### config.mk
export PLATFORM = sky130hd
export DESIGN_NAME = pipeline_stage_register
export DESIGN_NICKNAME = d
export VERILOG_FILES = /design/src/rtl/pipeline_stage_register.sv
export SDC_FILE = /design/constraint.sdc
export NUM_CORES = 1
export LEC_CHECK = 0
export BUFFER_PORTS_ARGS = -buffer_cell sky130_fd_sc_hd__buf_2
export CELL_PAD_IN_SITES_DETAIL_PLACEMENT = 0
export CELL_PAD_IN_SITES_GLOBAL_PLACEMENT = 2
export CORE_AREA = 2 2 92 94
export CTS_CLUSTER_SIZE = 30
export DETAILED_ROUTE_END_ITERATION = 6
export DIE_AREA = 0 0 94 96
export PLACE_DENSITY = 0.78
export SYNTH_ARGS = -nofsm -noshare
export SYNTH_HDL_FRONTEND = slang
export SYNTH_SLANG_ARGS = --single-unit
### constraint.sdc
create_clock -name clk -period 1.5 [get_ports clk]
set_input_delay 0.225 -clock clk [delete_from_list [all_inputs] [get_ports clk]]
set_output_delay 0.225 -clock clk [all_outputs]
set_load 0.01 [all_outputs]
### src/rtl/pipeline_stage_register.sv
// Pipeline stage register with valid/ready handshake and flush.
// Define PIPE_STAGE_SKID_EN for the two-entry skid buffer; default is a single-entry stage.
module pipeline_stage_register #(
    parameter int DATA_W = 32,
    parameter int CTRL_W = 16
) (
    input  logic              clk,
    input  logic              rst,
    input  logic              flush,
    input  logic              in_valid,
    output logic              in_ready,
    input  logic [CTRL_W-1:0] in_ctrl,
    input  logic [DATA_W-1:0] in_data,
    output logic              out_valid,
    input  logic              out_ready,
    output logic [CTRL_W-1:0] out_ctrl,
    output logic [DATA_W-1:0] out_data,
    output logic [1:0]        occupancy
);

    typedef enum logic [1:0] {
        EMPTY = 2'd0,
        ONE   = 2'd1,
        TWO   = 2'd2
    } state_t;

    state_t            state, state_nx;
    logic              push, pop;
    logic              load_head_in;
    logic [CTRL_W-1:0] head_ctrl;
    logic [DATA_W-1:0] head_data;

    assign push      = in_valid && in_ready;
    assign pop       = out_valid && out_ready;
    assign out_valid = (state != EMPTY);
    // Bubbles carry zero control so downstream write enables stay inhibited.
    assign out_ctrl  = out_valid ? head_ctrl : '0;
    assign out_data  = head_data;

    always_comb begin
        occupancy = 2'd0;
        case (state)
            ONE:     occupancy = 2'd1;
            TWO:     occupancy = 2'd2;
            default: occupancy = 2'd0;
        endcase
    end

`ifdef PIPE_STAGE_SKID_EN
    logic              ready_q;
    logic              load_head_skid;
    logic              load_skid;
    logic [CTRL_W-1:0] skid_ctrl;
    logic [DATA_W-1:0] skid_data;

    assign in_ready = ready_q;

    always_comb begin
        state_nx       = state;
        load_head_in   = 1'b0;
        load_head_skid = 1'b0;
        load_skid      = 1'b0;
        case (state)
            EMPTY: begin
                if (push) begin
                    state_nx     = ONE;
                    load_head_in = 1'b1;
                end
            end
            ONE: begin
                if (push && pop) begin
                    load_head_in = 1'b1;
                end else if (push) begin
                    state_nx  = TWO;
                    load_skid = 1'b1;
                end else if (pop) begin
                    state_nx = EMPTY;
                end
            end
            TWO: begin
                if (pop) begin
                    state_nx       = ONE;
                    load_head_skid = 1'b1;
                end
            end
            default: state_nx = EMPTY;
        endcase
        if (flush) begin
            state_nx       = EMPTY;
            load_head_in   = 1'b0;
            load_head_skid = 1'b0;
            load_skid      = 1'b0;
        end
    end

    always_ff @(posedge clk or negedge rst) begin
        if (!rst) begin
            state     <= EMPTY;
            ready_q   <= 1'b0;
            head_ctrl <= '0;
            head_data <= '0;
            skid_ctrl <= '0;
            skid_data <= '0;
        end else begin
            state   <= state_nx;
            // Registered from the next state so in_ready never depends on out_ready.
            ready_q <= (state_nx != TWO);
            if (load_head_in) begin
                head_ctrl <= in_ctrl;
                head_data <= in_data;
            end else if (load_head_skid) begin
                head_ctrl <= skid_ctrl;
                head_data <= skid_data;
            end
            if (load_skid) begin
                skid_ctrl <= in_ctrl;
                skid_data <= in_data;
            end
        end
    end
`else
    logic ready_en;

    // ready_en keeps in_ready low through reset and for the edge that releases it.
    assign in_ready = ready_en && (!out_valid || out_ready);

    always_comb begin
        state_nx     = state;
        load_head_in = 1'b0;
        case (state)
            EMPTY: begin
                if (push) begin
                    state_nx     = ONE;
                    load_head_in = 1'b1;
                end
            end
            ONE: begin
                if (push) begin
                    load_head_in = 1'b1;
                end else if (pop) begin
                    state_nx = EMPTY;
                end
            end
            default: state_nx = EMPTY;
        endcase
        if (flush) begin
            state_nx     = EMPTY;
            load_head_in = 1'b0;
        end
    end

    always_ff @(posedge clk or negedge rst) begin
        if (!rst) begin
            state     <= EMPTY;
            ready_en  <= 1'b0;
            head_ctrl <= '0;
            head_data <= '0;
        end else begin
            state    <= state_nx;
            ready_en <= 1'b1;
            if (load_head_in) begin
                head_ctrl <= in_ctrl;
                head_data <= in_data;
            end
        end
    end
`endif

endmodule

==> results by group <==
Setup path
  – CP Max Fanout: 18
  – CP Capture Type: output pin
  – R2R setup slack: roughly 0.23 ns
  – WP data required: around 1.3 ns
  – RR Endpoint: out_data[20]$_DFFE_PN0P_
  – RR Startpoint: state[0]$_DFFE_PN0P_
  – Startpoint types: flop
  – CP Class: reg2out
  – Reg2Reg Depth: 4
  – Critical Path AT: about 1.2 ns

Clock network
  – Max clock buf depth: 2
  – CTS Root Buffer Type: clkbuf_8
  – Clk sink count: 50
  – Clock latency on the worst-skew pair: slightly below 0.3 ns
  – CTS tree: yes
  – Post-CTS Setup Bufs: 0
  – # hold bufs at CTS: 1
  – Num CTS Buffers: 5
  – Clock transition at path regs: about 0.090 ns
  – Htree depth: 2
  – Post_cts resized: 0

STA
  – Final Hold Viols: 0
  – Final setup vio count: 0
  – Worst setup margin: a little under 0.1 ns
  – Final Max Slew Viols: 0
  – Unrepaired setup endpoints after global routing: no
  – Maximum clock frequency: 712 MHz
  – Tmin final: about 1.4 ns
  – Final period util: between 90% and 100%
  – Hold Worst Slack: roughly 0.14 ns
  – Clk_skew: 0.00554 ns
  – Total negative slack: 0 ns

Place
  – Dpl ws: around 0.14 ns
  – DP HPWL: roughly 3.1 mm
  – Placer Congestion: 0.639
  – PortBufs: 103
  – Cells after DPL: approximately 330

Worst hold path
  – Hold Crit Depth: 2
  – Hold Startpoint: flush
  – Hold Path Sink: state[0]$_DFFE_PN0P_
  – Hold Crit Class: in2reg

GRT
  – GRT busiest layer: met2
  – Met2 Use GR: 15.5%
  – Total Routing Usage GR: 9.24%
  – First-pass GRT wire length: 6.49 mm
  – Grt total ovfl: 0
  – Largest net degree at the start of global routing: 51
  – Met1 GRT Util: a little over a tenth
  – Vias in the first global route: around 1,400
  – M3 GR Usage: under 10%
  – Initial antenna violation count: 0

Cells and area
  – Fillers: 857
  – Layout Utilization: approximately a third
  – Final nets: 288
  – Fraction of final layout cells sized beyond drive strength 1: between 60% and 70%
  – Commonest non-fill, non-tap cell in the layout: buf_2
  – Non-filler cells, final: roughly 340
  – Synth-to-Final Area Change: 39.9%
  – Commonest non-fill, non-tap cells in the layout: buf_2 (103), dfrtp_1 (50), mux2_2 (39), and2_1 (17), mux2_4 (9)
  – Multi-input gate area: ~730 sq um
  – Storage cell area: between 1000 and 1500 sq um
  – Diodes inserted: 0

Floorplan
  – Core Area: around 8000 sq um
  – Initial Util: around a quarter
  – Die Wd: approximately 94 um
  – Die Span Y: 96 um
  – Num ports: 105
  – Die ar.: between 9000 and 10,000 sq um
  – Site Rows: 33

Power
  – VDD IR max: 0.000506 V
  – Leak Pwr: about 1.5 nW
  – Cell Pwr Density: 1280 nW/um^2

Flow run
  – Max-cap violations: 0

Detailed routing
  – First-pass iteration count of the detailed router: 4
  – Total wire length: between 4 and 5 mm
  – Vias/cell: approximately 4
  – Final ANT Viol Nets: 0
  – DRC Markers: 0
  – DR iter-0 viols: 21
  – DR vias: ~1,400
  – WL/cell: approximately 12 um

Logic synthesis
  – Unique masters post-synth: 12
  – Mean Syn Cell Area: ~16 sq um
  – Synth Cell Area: approximately 2000 sq um
  – Post-synthesis cell count: 128
  – Sequential area share after synthesis: between 60% and 70%
  – Synth warn: 0
  – Synthesized Nets: between 150 and 200
  – Synthesized flop and latch total: 50

Run status
  – Status: finished clean
-- synthesized netlist by cell type --
cell      number  share of area, %
buf_4          2              0.74
o21ai_0        1              0.25
nand2b_2       1              0.43
and2_1        17               5.2
clkbuf_1       1              0.18
dfrtp_1       50                62
mux2_2        39                22
buf_2          3              0.74
mux2_4         9               6.6
buf_6          2               1.1
conb_1         2              0.37
nand4b_4       1               1.2
-- worst max path at each step --
stage                          from                       end  slack, ns  cells after the start
2_1_floorplan  state[0]$_DFFE_PN0P_  head_ctrl[0]$_DFFE_PN0P_       0.09                      5
3_3_place_gp              out_ready  out_data[20]$_DFFE_PN0P_       0.18                      5
3_5_place_dp              out_ready  out_data[20]$_DFFE_PN0P_       0.14                      5
4_1_cts        state[0]$_DFFE_PN0P_              out_ctrl[12]       0.07                      3
5_1_grt        state[0]$_DFFE_PN0P_              out_ctrl[12]       0.02                      3
6_report       state[0]$_DFFE_PN0P_              out_ctrl[12]        0.1                      3
-- critical path: stages (launching register included) --
cell	delay, ns
dfrtp_1	0.40
buf_4	0.20
and2_1	0.15
buf_2	0.14
-- state kept, by name (all words and copies together) (netlist names) --
register	flops
state	1
out_data	32
ready_en	1
head_ctrl	16
-- stage by stage --
| step | cell area (sq um) | power (mW) |
|---|---|---|
| floorplan | 2030 | 2.18 |
| global placement | 2690 | 2.53 |
| detailed placement | 2690 | 2.55 |
| CTS | 2840 | 3.73 |
| global route | 2840 | 3.87 |
| finish | 2840 | 3.65 |
-- metal layers --
| metal | vias to the layer above | routed length (um) |
|---|---|---|
| met2 | 66 | 1980 |
| met5 | - | 0 |
| met1 | 665 | 1760 |
| met4 | 0 | 13 |
| met3 | 2 | 478 |
| li1 | 638 | - |
-- power by group --
| group | internal, mW | total [mW] | switching [mW] |
|---|---|---|---|
| combinational | 0.448 | 0.773 | 0.325 |
| sequential | 1.61 | 1.73 | 0.121 |
| clock | 0.711 | 1.14 | 0.431 |
-- final cells by class --
cell class	instances	share of cell area (%)
sequential	50	44.0
multi-input combinational	70	25.5
timing repair buffer	108	20.9
tap	105	4.62
clock buffer	6	2.90
clock inverter	2	2.11
-- cell families (layout without fill, tap and decap cells) --
logic type / count (synthesis) / in the layout / share of synthesized area, %
DFF: 50 / 50 / 61.5
muxes: 48 / 48 / 28.2
and+or+nand+nor: 19 / 19 / 6.83
buffers and inverters: 8 / 116 / 2.77
other: 2 / 2 / 0.369
AOI/OAI and AO/OA: 1 / 1 / 0.246
Power figures use the tool's default switching activity.
